## src/rtl/phy_rx_deframer.sv

```systemverilog
// phy_rx_deframer
//   Receive-side deframer for the 1-bit serial stream produced by the TX
//   serializer. Hunts for the idle/comma symbol to find byte alignment.
//   It declares the link active after BC_LOCK consecutive aligned idle bytes.
//   It then de-interleaves bytes round-robin into four 8-bit lanes.
//
// Ports
//   clk_32f      in   bit clock, all logic on its rising edge
//   reset        in   synchronous active-low reset
//   data_in      in   serial stream, MSB of each byte first
//   active       out  high while aligned and locked
//   byte_out     out  last assembled byte
//   byte_valid   out  one-cycle pulse per assembled byte
//   data_out0..3 out  lane registers (lane 0 first in TX mux order)
//   valid_out0..3 out lane valid: last slot of that lane carried a non-idle byte
//   frame_done   out  one-cycle pulse when the lane 3 slot is written
module phy_rx_deframer #(
    parameter logic [7:0]  BC_SYMBOL = 8'hBC,
    parameter int unsigned BC_LOCK   = 4
) (
    input  logic       clk_32f,
    input  logic       reset,
    input  logic       data_in,
    output logic       active,
    output logic [7:0] byte_out,
    output logic       byte_valid,
    output logic [7:0] data_out0,
    output logic [7:0] data_out1,
    output logic [7:0] data_out2,
    output logic [7:0] data_out3,
    output logic       valid_out0,
    output logic       valid_out1,
    output logic       valid_out2,
    output logic       valid_out3,
    output logic       frame_done
);

    localparam logic [3:0] LOCK_CNT = 4'(BC_LOCK);

    typedef enum logic [1:0] {
        ST_HUNT,
        ST_SYNC,
        ST_ACTIVE
    } state_e;

    state_e      state_q, state_d;
    // Only the previous 7 bits are stored; the 8th bit of a candidate byte
    // is always the live data_in bit.
    logic [6:0]  sr_q, sr_d;
    logic [2:0]  bit_cnt_q, bit_cnt_d;
    logic [3:0]  bc_cnt_q, bc_cnt_d;
    logic [1:0]  lane_cnt_q, lane_cnt_d;
    logic [7:0]  byte_q, byte_d;
    logic        byte_valid_q, byte_valid_d;
    logic [7:0]  lane_data_q [4];
    logic [7:0]  lane_data_d [4];
    logic [3:0]  lane_vld_q, lane_vld_d;
    logic        frame_done_q, frame_done_d;

    logic [7:0]  cand;
    logic        boundary;
    logic        cand_is_bc;

    assign cand       = {sr_q, data_in};
    assign boundary   = (bit_cnt_q == 3'd7);
    assign cand_is_bc = (cand == BC_SYMBOL);

    always_comb begin
        state_d      = state_q;
        sr_d         = cand[6:0];
        bit_cnt_d    = bit_cnt_q + 3'd1;
        bc_cnt_d     = bc_cnt_q;
        lane_cnt_d   = lane_cnt_q;
        byte_d       = byte_q;
        byte_valid_d = 1'b0;
        lane_data_d  = lane_data_q;
        lane_vld_d   = lane_vld_q;
        frame_done_d = 1'b0;

        case (state_q)
            ST_HUNT: begin
                // Bit phase is undefined until a match; the cycle after a
                // match is bit 0 of the next aligned byte.
                bit_cnt_d = '0;
                if (cand_is_bc) begin
                    bc_cnt_d = 4'd1;
                    if (LOCK_CNT == 4'd1) begin
                        state_d    = ST_ACTIVE;
                        lane_cnt_d = '0;
                    end else begin
                        state_d = ST_SYNC;
                    end
                end
            end

            ST_SYNC: begin
                if (boundary) begin
                    if (cand_is_bc) begin
                        if (bc_cnt_q + 4'd1 == LOCK_CNT) begin
                            state_d    = ST_ACTIVE;
                            lane_cnt_d = '0;
                        end
                        bc_cnt_d = bc_cnt_q + 4'd1;
                    end else begin
                        state_d  = ST_HUNT;
                        bc_cnt_d = '0;
                    end
                end
            end

            ST_ACTIVE: begin
                if (boundary) begin
                    byte_d                  = cand;
                    byte_valid_d            = 1'b1;
                    lane_data_d[lane_cnt_q] = cand;
                    lane_vld_d[lane_cnt_q]  = !cand_is_bc;
                    lane_cnt_d              = lane_cnt_q + 2'd1;
                    frame_done_d            = (lane_cnt_q == 2'd3);
                end
            end

            default: state_d = ST_HUNT;
        endcase
    end

    always_ff @(posedge clk_32f) begin
        if (!reset) begin
            state_q      <= ST_HUNT;
            sr_q         <= '0;
            bit_cnt_q    <= '0;
            bc_cnt_q     <= '0;
            lane_cnt_q   <= '0;
            byte_q       <= '0;
            byte_valid_q <= 1'b0;
            lane_data_q  <= '{default: '0};
            lane_vld_q   <= '0;
            frame_done_q <= 1'b0;
        end else begin
            state_q      <= state_d;
            sr_q         <= sr_d;
            bit_cnt_q    <= bit_cnt_d;
            bc_cnt_q     <= bc_cnt_d;
            lane_cnt_q   <= lane_cnt_d;
            byte_q       <= byte_d;
            byte_valid_q <= byte_valid_d;
            lane_data_q  <= lane_data_d;
            lane_vld_q   <= lane_vld_d;
            frame_done_q <= frame_done_d;
        end
    end

    assign active     = (state_q == ST_ACTIVE);
    assign byte_out   = byte_q;
    assign byte_valid = byte_valid_q;
    assign data_out0  = lane_data_q[0];
    assign data_out1  = lane_data_q[1];
    assign data_out2  = lane_data_q[2];
    assign data_out3  = lane_data_q[3];
    assign valid_out0 = lane_vld_q[0];
    assign valid_out1 = lane_vld_q[1];
    assign valid_out2 = lane_vld_q[2];
    assign valid_out3 = lane_vld_q[3];
    assign frame_done = frame_done_q;

endmodule

```

## config.mk

```make
export PLATFORM = sky130hd
export DESIGN_NAME = phy_rx_deframer
export DESIGN_NICKNAME = d
export VERILOG_FILES = /design/src/rtl/phy_rx_deframer.sv
export SDC_FILE = /design/constraint.sdc
export NUM_CORES = 1
export LEC_CHECK = 0
export ABC_CLOCK_PERIOD_IN_PS = 2130
export CORE_ASPECT_RATIO = 0.6
export CORE_MARGIN = 1.5
export CORE_UTILIZATION = 46
export DETAILED_ROUTE_END_ITERATION = 10
export GPL_ROUTABILITY_DRIVEN = 0
export GPL_TIMING_DRIVEN = 0
export PLACE_DENSITY = 0.73
export SETUP_SLACK_MARGIN = 0.02
export SLEW_MARGIN = 5
export SYNTH_ARGS = -nofsm -noshare
export SYNTH_HDL_FRONTEND = slang
export SYNTH_SLANG_ARGS = --single-unit
```

## constraint.sdc

```tcl
create_clock -name clk_32f -period 2.13 [get_ports clk_32f]
set_input_delay 0.426 -clock clk_32f [delete_from_list [all_inputs] [get_ports clk_32f]]
set_output_delay 0.426 -clock clk_32f [all_outputs]
set_load 0.05 [all_outputs]
```

==> results.sh <==
export IMPL_fp_dieArea_sq_um=5869
export IMPL_power_switching_uw=510.9
export IMPL_power_density_nw_per_um2=741.8
export IMPL_r2r_slack_ns=0.33
export IMPL_report_final_slew_viol_count=0
export IMPL_syn_area_sq_um=2486
export IMPL_worst_pin_slew_ns=0.5624
export IMPL_start_util=0.4846
export IMPL_cts_setup_buffers=0
export IMPL_drtIter0Drc=91
export IMPL_crit_slowest_cell="dlygate4sd2_1"
export IMPL_rows=20
export IMPL_drtPass1Iterations=4
export IMPL_clock_root_buffer="clkbuf_8"
export IMPL_r2r_end="data_out0[5]"
export IMPL_p_sw_frac=0.2095
export IMPL_antenna_found_initial=0
export IMPL_hold_class="flip-flop to flip-flop"
export IMPL_synthTopCellsByArea="dfxtp_1 52%, nand2_1 14%, a21oi_1 8.1%"
export IMPL_critical_path_class="flip-flop to primary output"
export IMPL_yosysTopAreaCell="dfxtp_1"
export IMPL_routed_wl_mm=6.049
export IMPL_hold_depth=1
export IMPL_finalCriticalPeriod_ns=1.970
export IMPL_slew_headroom=0.6251
export IMPL_synth_warnings=0
export IMPL_clock_sinks=64
export IMPL_grt_pass1_wl_mm=9.901
export IMPL_comb_power_share=0.014
export IMPL_clock_skew_final_ns=0.01040
export IMPL_fmax_mhz=507.6
export IMPL_synth_edf_count=0
export IMPL_internal_power_uw=1928
export IMPL_p_clk_frac=0.491
export IMPL_clk_path_buf_depth=2
export IMPL_min_to="bit_cnt_q[0]"
export IMPL_antenna_cells=0
export IMPL_cts_made_buffers=9
export IMPL_grt_max_degree=12
export IMPL_final_antenna_net_count=0
export IMPL_place_detailed_hpwl_mm=4.051
export IMPL_rr_worst_depth=8
export IMPL_worstPathCellList="nor2b_1 > dlygate4sd2_1"
export IMPL_core_sq_um=5130
export IMPL_cp_required_ns=1.70
export IMPL_fp_dieH_um=59.95
export IMPL_ys_top_cells_by_count="92 x nand2_1, 64 x dfxtp_1, 40 x a21oi_1"
export IMPL_clk_pin_slew_ns=0.07
export IMPL_netlist_instances=287
export IMPL_die_w_um=97.91
export IMPL_endpoint_kind="primary output"
export IMPL_setup_violations=0
export IMPL_max_stage_delay_ns=0.55
export IMPL_peakVddDrop_uv=743.7
export IMPL_fin_area_sq_um=3288
export IMPL_maxCapViolCount=0
export IMPL_seq_power_share=0.495
export IMPL_synthArstFlopShare=0
export IMPL_cp_arrival_ns=1.54
export IMPL_finalPower_uw=2439
export IMPL_min_from="bit_cnt_q[0]"
export IMPL_cp_start_kind="flip-flop"
export IMPL_syn_num_nets=298
export IMPL_io_buffers=49
export IMPL_synth_distinct_cells=39
export IMPL_place_area_sq_um=3059
export IMPL_finalHoldViolCount=0
export IMPL_period_share=0.9249
export IMPL_avgSynthCellArea_sq_um=8.662
export IMPL_drive_above_1_share=0.09943
export IMPL_whs_ns=0.4527
export IMPL_overflow=0
export IMPL_synth_top_flop_cell="dfxtp_1"
export IMPL_yosysMostFrequentCell="nand2_1"
export IMPL_status="finished, final reports clean"
export IMPL_via_per_inst=5.120
export IMPL_crit_fanout=7
export IMPL_synth_top_cell_area_share=0.5153
export IMPL_ios=50
export IMPL_vias=2140
export IMPL_cts_max_level=3
export IMPL_wl_per_cell_um=14.47
export IMPL_cts_tree="yes"
export IMPL_final_net_count=358
export IMPL_grt_use_total=0.2234
export IMPL_grt_pass1_vias=1923
export IMPL_drc=0
export IMPL_syn2layout_area_growth_pct=32.26
export IMPL_synth_seq_cells=64
export IMPL_p_leak_uw=0.001199
export IMPL_grt_setup_unrepaired="no"
export IMPL_r2r_start="bit_cnt_q[0]"
export IMPL_ys_seq_area_frac=0.5153
export IMPL_clock_latency_ns=0.35
==> flip-flops by register name, indices dropped and copies added (netlist names), 4 cells and up <==
name        flops
byte_out        8
data_out0       8
data_out1       8
data_out2       8
data_out3       8
sr_q            7
bc_cnt_q        4
lane_vld_q      4
==> stage by stage <==
stage          setup slack [ns]  instances    util  TNS (ns)
2_1_floorplan            0.3096        287       -         0
3_3_place_gp           -0.06803        402  0.5963    -1.068
3_5_place_dp           -0.09683        402  0.5963    -1.376
4_1_cts                  0.1447        418  0.6410         0
5_1_grt                 0.05836        418  0.6410         0
6_report                 0.1599        418  0.6410         0
==> metal layers <==
layer	global-route usage	routed length [um]	up-vias
li1	-	-	1069
met1	0.3159	2942	982
met2	0.3163	2488	83
met3	0.08304	549	6
met4	0.06939	68	0
met5	0	0	-
==> logic make-up (layout without fill, tap and decap cells) <==
logic type	count (synthesis)	count (layout)	share of synthesized area
AOI/OAI and AO/OA	58	58	0.1394
adders and majority gates	8	8	0.04026
DFF	64	64	0.5154
xor gates and xnor gates	2	2	0.007047
and+or+nand+nor	135	135	0.2486
buffers and inverters	20	85	0.04932
==> power by group through the flow <==
stage	Combinational (uW)	Clock (uW)	Sequential, uW
3_5_place_dp	34.9	0	1230
4_1_cts	35.2	1210	1210
3_3_place_gp	34.8	0	1230
5_1_grt	38.9	1260	1210
2_1_floorplan	19.3	0	1230
6_report	34.8	1200	1210
==> layout make-up <==
class / count / area [sq um]
fill: 458 / 1842
sequential: 64 / 1281
multi-input combinational: 203 / 1082
timing repair buffer: 49 / 489.2
clock buffer: 11 / 151.4
buffer: 15 / 103.9
tap: 66 / 82.58
clock inverter: 5 / 78.83
inverter: 5 / 18.77
==> timing repair <==
item / 4_1_cts / 5_1_grt
endpoints found under the hold margin: 0 / 0
endpoints found under the setup margin: 1 / 0
hold buffers: 0 / 0
gates resized for setup: 1 / 0
==> critical path, delay by kind of cell, from the launching register on <==
family	cells	cell delay, ns
and+or+nand+nor	1	0.22
buffers and inverters	1	0.55
DFF	1	0.42
==> placed cells by master (no fill, tap or decap), drive strengths merged, types with 2 or more instances in the layout <==
master         netlist  layout
nand2               92      92
dfxtp               64      64
clkdlybuf4s50        0      48
a21oi               40      40
and2                16      16
clkbuf               5      16
nor2                11      11
buf                 10      10
ha                   8       8
inv                  5       5
o21ai                5       5
a211oi               4       4
and3b                3       3
clkinv               0       3
nor2b                2       2
nand2b               2       2
nand4                2       2
nand3                2       2
bufinv               0       2
==> worst max-delay path by stage <==
stage / from / end / slack (ns) / cells after the start
after global routing: state_q[1] / active / 0.06 / 2
final: state_q[1] / active / 0.16 / 2
after global placement: reset / data_out0[4] / -0.07 / 5
after detailed placement: reset / data_out2[5] / -0.1 / 5
after CTS: state_q[1] / active / 0.14 / 2
after floorplan: state_q[1] / byte_out[6] / 0.31 / 4
No activity file was read; power rests on OpenSTA's default activity.
